===== src/rtl/ibias_startup_seq.sv =====
// Power-up sequencer for the IO-domain bandgap/bias cell: enable, startup pulse, trim and READY.
// Optional macro IBIAS_SEQ_RETRY_EN adds automatic startup retries after a WAIT_VALID timeout.
module ibias_startup_seq #(
   parameter int unsigned STARTUP_CYC    = 16,
   parameter int unsigned TIMEOUT_CYC    = 1024,
   parameter int unsigned SETTLE_CYC     = 256,
   parameter int unsigned CNT_W          = 12,
   parameter logic [4:0]  TRIM_IBIAS_RST = 5'd16,
   parameter logic [3:0]  TRIM_VBIAS_RST = 4'd8,
   parameter int unsigned MAX_RETRY      = 3
) (
   input  logic       CLK_I,
   input  logic       RSTN_I,
   input  logic       REQ_IBIAS_I,
   input  logic       REQ_VBIAS_I,
   input  logic [4:0] TRIM_IBIAS_I,
   input  logic [3:0] TRIM_VBIAS_I,
   input  logic       TRIM_LOAD_I,
   input  logic       BG_VALID_I,
   output logic       EN_IBIAS_O,
   output logic       EN_VBIAS_O,
   output logic       BG_STARTUP_O,
   output logic [4:0] TRIM_IBIAS_O,
   output logic [3:0] TRIM_VBIAS_O,
   output logic       READY_O,
   output logic       FAULT_O,
   output logic [2:0] STATE_O
);

   typedef enum logic [2:0] {
      S_OFF        = 3'd0,
      S_STARTUP    = 3'd1,
      S_WAIT_VALID = 3'd2,
      S_SETTLE     = 3'd3,
      S_READY      = 3'd4,
      S_FAULT      = 3'd5
   } state_t;

   localparam logic [CNT_W-1:0] STARTUP_LAST = CNT_W'(STARTUP_CYC - 1);
   localparam logic [CNT_W-1:0] TIMEOUT_LAST = CNT_W'(TIMEOUT_CYC - 1);
   localparam logic [CNT_W-1:0] SETTLE_LAST  = CNT_W'(SETTLE_CYC - 1);

   state_t           state_q, state_d;
   logic [CNT_W-1:0] cnt_q, cnt_d;
   logic [1:0]       sync_q, sync_d;
   logic             en_ibias_q, en_ibias_d;
   logic             en_vbias_q, en_vbias_d;
   logic             bg_startup_q, bg_startup_d;
   logic             ready_q, ready_d;
   logic             fault_q, fault_d;
   logic [4:0]       trim_ibias_q, trim_ibias_d;
   logic [3:0]       trim_vbias_q, trim_vbias_d;
   logic [4:0]       shadow_ibias_q, shadow_ibias_d;
   logic [3:0]       shadow_vbias_q, shadow_vbias_d;
   logic             pend_q, pend_d;
   logic             req;
   logic             vs;
   logic             active;
   logic             eff_pend;
   logic [4:0]       eff_ibias;
   logic [3:0]       eff_vbias;

`ifdef IBIAS_SEQ_RETRY_EN
   localparam int unsigned RTY_W = (MAX_RETRY < 2) ? 1 : $clog2(MAX_RETRY + 1);
   localparam logic [RTY_W-1:0] RETRY_LAST = RTY_W'(MAX_RETRY);
   logic [RTY_W-1:0] retry_q, retry_d;
`endif

   assign req = REQ_IBIAS_I | REQ_VBIAS_I;
   assign vs  = sync_q[1];

   always_comb begin
      state_d = state_q;
      cnt_d   = cnt_q;
`ifdef IBIAS_SEQ_RETRY_EN
      retry_d = retry_q;
`endif
      case (state_q)
         S_OFF: begin
            cnt_d = '0;
            if (req) state_d = S_STARTUP;
         end
         S_STARTUP: begin
            if (cnt_q == STARTUP_LAST) begin
               state_d = S_WAIT_VALID;
               cnt_d   = '0;
            end else begin
               cnt_d = cnt_q + 1'b1;
            end
         end
         S_WAIT_VALID: begin
            if (vs) begin
               state_d = S_SETTLE;
               cnt_d   = '0;
            end else if (cnt_q == TIMEOUT_LAST) begin
               cnt_d = '0;
`ifdef IBIAS_SEQ_RETRY_EN
               if (retry_q != RETRY_LAST) begin
                  state_d = S_STARTUP;
                  retry_d = retry_q + 1'b1;
               end else begin
                  state_d = S_FAULT;
               end
`else
               state_d = S_FAULT;
`endif
            end else begin
               cnt_d = cnt_q + 1'b1;
            end
         end
         S_SETTLE: begin
            // A dropout restarts the wait with a fresh timeout budget.
            if (!vs) begin
               state_d = S_WAIT_VALID;
               cnt_d   = '0;
            end else if (cnt_q == SETTLE_LAST) begin
               state_d = S_READY;
               cnt_d   = '0;
            end else begin
               cnt_d = cnt_q + 1'b1;
            end
         end
         S_READY: begin
            cnt_d = '0;
            if (!vs) state_d = S_STARTUP;
         end
         S_FAULT: cnt_d = '0;
         default: begin
            state_d = S_OFF;
            cnt_d   = '0;
         end
      endcase
      if (state_q != S_OFF && !req) begin
         state_d = S_OFF;
         cnt_d   = '0;
      end
`ifdef IBIAS_SEQ_RETRY_EN
      if (state_d == S_OFF || state_d == S_READY) retry_d = '0;
`endif
   end

   // Outputs are registered copies of what the next state implies.
   always_comb begin
      active       = (state_d == S_STARTUP) || (state_d == S_WAIT_VALID) ||
                     (state_d == S_SETTLE)  || (state_d == S_READY);
      en_ibias_d   = active & REQ_IBIAS_I;
      en_vbias_d   = active & REQ_VBIAS_I;
      bg_startup_d = (state_d == S_STARTUP);
      ready_d      = (state_d == S_READY);
      fault_d      = (state_d == S_FAULT);
      sync_d       = {sync_q[0], BG_VALID_I};
   end

   // A load seen while startup continues stays pending; it lands on the edge leaving STARTUP.
   always_comb begin
      eff_pend       = TRIM_LOAD_I | pend_q;
      eff_ibias      = TRIM_LOAD_I ? TRIM_IBIAS_I : shadow_ibias_q;
      eff_vbias      = TRIM_LOAD_I ? TRIM_VBIAS_I : shadow_vbias_q;
      shadow_ibias_d = eff_ibias;
      shadow_vbias_d = eff_vbias;
      trim_ibias_d   = trim_ibias_q;
      trim_vbias_d   = trim_vbias_q;
      pend_d         = eff_pend;
      if (eff_pend && state_d != S_STARTUP) begin
         trim_ibias_d = eff_ibias;
         trim_vbias_d = eff_vbias;
         pend_d       = 1'b0;
      end
   end

   always_ff @(posedge CLK_I or negedge RSTN_I) begin
      if (!RSTN_I) begin
         state_q        <= S_OFF;
         cnt_q          <= '0;
         sync_q         <= '0;
         en_ibias_q     <= 1'b0;
         en_vbias_q     <= 1'b0;
         bg_startup_q   <= 1'b0;
         ready_q        <= 1'b0;
         fault_q        <= 1'b0;
         trim_ibias_q   <= TRIM_IBIAS_RST;
         trim_vbias_q   <= TRIM_VBIAS_RST;
         shadow_ibias_q <= TRIM_IBIAS_RST;
         shadow_vbias_q <= TRIM_VBIAS_RST;
         pend_q         <= 1'b0;
`ifdef IBIAS_SEQ_RETRY_EN
         retry_q        <= '0;
`endif
      end else begin
         state_q        <= state_d;
         cnt_q          <= cnt_d;
         sync_q         <= sync_d;
         en_ibias_q     <= en_ibias_d;
         en_vbias_q     <= en_vbias_d;
         bg_startup_q   <= bg_startup_d;
         ready_q        <= ready_d;
         fault_q        <= fault_d;
         trim_ibias_q   <= trim_ibias_d;
         trim_vbias_q   <= trim_vbias_d;
         shadow_ibias_q <= shadow_ibias_d;
         shadow_vbias_q <= shadow_vbias_d;
         pend_q         <= pend_d;
`ifdef IBIAS_SEQ_RETRY_EN
         retry_q        <= retry_d;
`endif
      end
   end

   assign EN_IBIAS_O   = en_ibias_q;
   assign EN_VBIAS_O   = en_vbias_q;
   assign BG_STARTUP_O = bg_startup_q;
   assign TRIM_IBIAS_O = trim_ibias_q;
   assign TRIM_VBIAS_O = trim_vbias_q;
   assign READY_O      = ready_q;
   assign FAULT_O      = fault_q;
   assign STATE_O      = state_q;

endmodule


===== config.mk =====
export PLATFORM = sky130hd
export DESIGN_NAME = ibias_startup_seq
export DESIGN_NICKNAME = d
export VERILOG_FILES = /design/src/rtl/ibias_startup_seq.sv
export SDC_FILE = /design/constraint.sdc
export NUM_CORES = 1
export LEC_CHECK = 0
export CORE_UTILIZATION = 54
export CTS_BUF_LIST = sky130_fd_sc_hd__clkbuf_4
export DETAILED_ROUTE_END_ITERATION = 7
export PLACE_DENSITY = 0.8
export SYNTH_ARGS = -nofsm -noshare
export SYNTH_HDL_FRONTEND = slang
export SYNTH_SLANG_ARGS = --single-unit
export TNS_END_PERCENT = 50

===== constraint.sdc =====
create_clock -name CLK_I -period 2.91 [get_ports CLK_I]
set_clock_uncertainty 0.05 [all_clocks]
set_input_delay 0.7275 -clock CLK_I [delete_from_list [all_inputs] [get_ports CLK_I]]
set_output_delay 0.7275 -clock CLK_I [all_outputs]
set_load 0.1 [all_outputs]

==> summary.md <==
| Metric | Value |
|---|---|
| Status | `finished clean` |
| Clock buffer depth | `2` |
| Initial antenna violation count | `0` |
| GRT overflow | `0` |
| CTS tree | `yes` |
| Area Growth Syn to Fin | `23.3%` |
| GP Congestion | `0.868` |
| Pre-antenna DRT Iters | `4` |
| Crit path max fanout | `9` |
| Final Cycle Share | `90.1%` |
| Cts-stage hold buffer count | `0` |
| Slew headroom | `41.1%` |
| Post-cts sizing count | `0` |
| Max Clock Freq | `382 MHz` |
| Hold WC Path Type | `register to register` |
| Gr usage total | `approximately 23%` |
| Die X | `60.0 um` |
| CTS clk-pin slew, worst paths | `0.12 ns` |
| Antenna Cells | `0` |
| Total Power | `approximately 2.4 mW` |
| Num CTS Buffers | `5` |
| Die area | `3600 um2` |
| Crit. End Element | `register` |
| DRT iter0 DRCs | `25` |
| Seq cells post-synth | `41` |
| Final WL | `3450 um` |
| CTS HTree Levels | `2` |
| Final TNS setup | `0 ns` |
| Synthesized netlist cell count | `152` |
| Drt wl/cell | `14.8 um` |
| Final nets | `204` |
| Core ar. | `3130 um2` |
| Maxcap violations | `0` |
| Largest net degree at the start of global routing | `42` |
| CP required | `3.10 ns` |
| Share of cells above drive strength 1 | `29.1%` |
| Starting Density | `58.1%` |
| EDFF count, synth | `0` |
| Syn_nets | `168` |
| RSZ-0062 raised after global routing | `false` |
| Async S/R FF share, synth | `100%` |
| Final hold violation count | `0` |
| Vias per std cell | `5.45` |
| Post-CTS Setup Bufs | `0` |
| Ys Warns | `0` |
| Clock network fraction of total power | `18.9%` |
| CP Data Arrival Time | `2.81 ns` |
| Antenna viol nets, final | `0` |
| Sw Share | `46.5%` |
| Post-synthesis cell area | `between 1500 and 2000 um2` |
| Vias | `1,269` |
| Sequential share of power | `33.0%` |
| Logic pwr share | `48.1%` |
| Sw Pwr | `about 1.1 mW` |
| # clock sinks | `41` |
| Root buf cell | `clkbuf_4` |
| Cell Pwr Density | `1050 nW/um2` |
| Number of global-route vias before repair | `1,282` |
| Final Max Tran Viols | `0` |
| Peak supply drop | `456 uV` |
| First-pass GRT wire length | `5710 um` |
| Leakage power | `around 0.97 nW` |
| Crit Path Category | `register to register` |
| Register area share after synthesis | `a little under three fifths` |
| Die span in y | `60.0 um` |
| Avg Inst Size Synth | `12.0 um2` |
| Library cells used by synthesis | `38` |
| # setup viols final | `0` |
| Fin crit period | `2.62 ns` |
| Worst Max-Slew Pin Slew | `0.884 ns` |
| Buffers added on ports | `31` |
| Top-Level Pins | `32` |
| Drc violations | `0` |
| DP HPWL | `between 2000 and 2500 um` |
| Synth Flop Type | `dfrtp_1` |
| Pint | `1.26 mW` |
| CP Launch Type | `register` |
| Clock Latency Late Sink | `0.35 ns` |
| Num rows | `20` |
area by class of cell:
cell class / count / area, um2
clock buffer: 5 / 37.5
clock inverter: 3 / 65.1
fill: 228 / 887
inverter: 2 / 7.51
multi-input combinational: 104 / 759
sequential: 41 / 1030
tap: 44 / 55.1
timing repair buffer: 34 / 285
metrics by stage:
step	setup slack (ns)	area [um2]	hold WS (ns)	std cells	util [%]
after CTS	0.292	2240	0.319	233	71.6
final	0.289	2240	0.317	233	71.6
after detailed placement	0.0929	2140	0.292	225	68.4
after floorplan	0.0692	1820	0.281	152	-
after global routing	0.0746	2240	0.320	233	71.6
after global placement	0.228	2140	0.286	225	68.4
cells by family after synthesis:
kind of cell             count (synthesis)  share of synthesized area, %
AND/OR/NAND/NOR                         54                          14.9
flip-flops                              41                          56.7
AO/OA/AOI/OAI                           20                          9.64
multiplexers                            19                          11.7
XOR/XNOR                                10                          4.82
buffers and inverters                    7                          1.51
adder cells (fa/ha/maj)                  1                         0.688
path summary, 6_finish.rpt:
kind | startpoint | endpoint | slack (ns) | cells past startpoint
max | cnt_q[0]$_DFF_PN0_ | TRIM_VBIAS_O[2]$_DFFE_PN0P_ | 0.29 | 7
min | sync_q[0]$_DFF_PN0_ | sync_q[1]$_DFF_PN0_ | 0.32 | 0
max reg2reg | cnt_q[0]$_DFF_PN0_ | TRIM_VBIAS_O[2]$_DFFE_PN0P_ | 0.29 | 7
min reg2reg | sync_q[0]$_DFF_PN0_ | sync_q[1]$_DFF_PN0_ | 0.32 | 0
max in group asynchronous | RSTN_I | EN_VBIAS_O$_DFF_PN0_ | 1.82 | 1
min in group asynchronous | RSTN_I | shadow_ibias_q[0]$_DFF_PN0_ | 0.43 | 1
registers in the layout, summed over array words and instances, names as in the netlist:
register	count
BG_STARTUP_O	1
EN_IBIAS_O	1
EN_VBIAS_O	1
FAULT_O	1
READY_O	1
STATE_O	3
TRIM_IBIAS_O	5
TRIM_VBIAS_O	4
cnt_q	12
pend_q	1
shadow_ibias_q	5
shadow_vbias_q	4
sync_q	2
layer usage:
metal	share of wire, %	global-route usage, %	vias to the layer above
met1	42	26.6	620
li1	-	-	609
met3	4.7	6.28	8
met4	1.9	10.3	0
met5	0	0	-
met2	51	38.6	32
critical path, stage by stage (launching register included):
cell     delay, ns
dfrtp_1       0.41
ha_1          0.22
nand4_1       0.15
or2_2         0.35
o31ai_1       0.45
nor2_1        0.16
a21oi_4       0.35
mux2_2        0.38
cell usage after synthesis (2+ instances only):
cell,instances,share of area [%]
clkbuf_1,4,0.83
xnor2_1,5,2.4
nand3_1,5,1.4
dfrtp_1,37,51
mux2_2,18,11
dfstp_2,4,5.8
xor2_1,5,2.4
nor4bb_1,2,1.1
and3_1,3,1.0
nand4_1,3,1.0
nor4_1,2,0.69
and2_1,5,1.7
nor2b_1,4,1.4
o21ai_0,2,0.55
nand2_1,4,0.83
inv_1,2,0.41
a21o_1,2,0.83
nor2_1,23,4.7
a21oi_1,3,0.83
placed cells by master, fill, tap and decap left out, types with 2 or more instances in the layout:
cell type / netlist / final
dfrtp_1: 37 / 37
nor2_1: 23 / 23
buf_4: 0 / 20
mux2_2: 18 / 18
clkdlybuf4s50_1: 0 / 13
nand3_1: 5 / 5
and2_1: 5 / 5
xnor2_1: 5 / 5
xor2_1: 5 / 5
clkbuf_4: 0 / 5
dfstp_2: 4 / 4
nor2b_1: 4 / 4
nand2_1: 4 / 4
a21oi_1: 3 / 3
nand4_1: 3 / 3
and3_1: 3 / 3
inv_1: 2 / 2
o21ai_0: 2 / 2
nor4_1: 2 / 2
nor4bb_1: 2 / 2
a21o_1: 2 / 2
bufinv_16: 0 / 2
power groups by stage:
stage	combinational (mW)	sequential, mW	clock [mW]
after floorplan	0.287	1.39	0
after global placement	1.11	0.783	0
after detailed placement	1.14	0.794	0
after CTS	1.14	0.782	0.458
after global routing	1.18	0.798	0.483
final	1.13	0.779	0.446
Note: power is estimated with default switching activity, not from simulation.
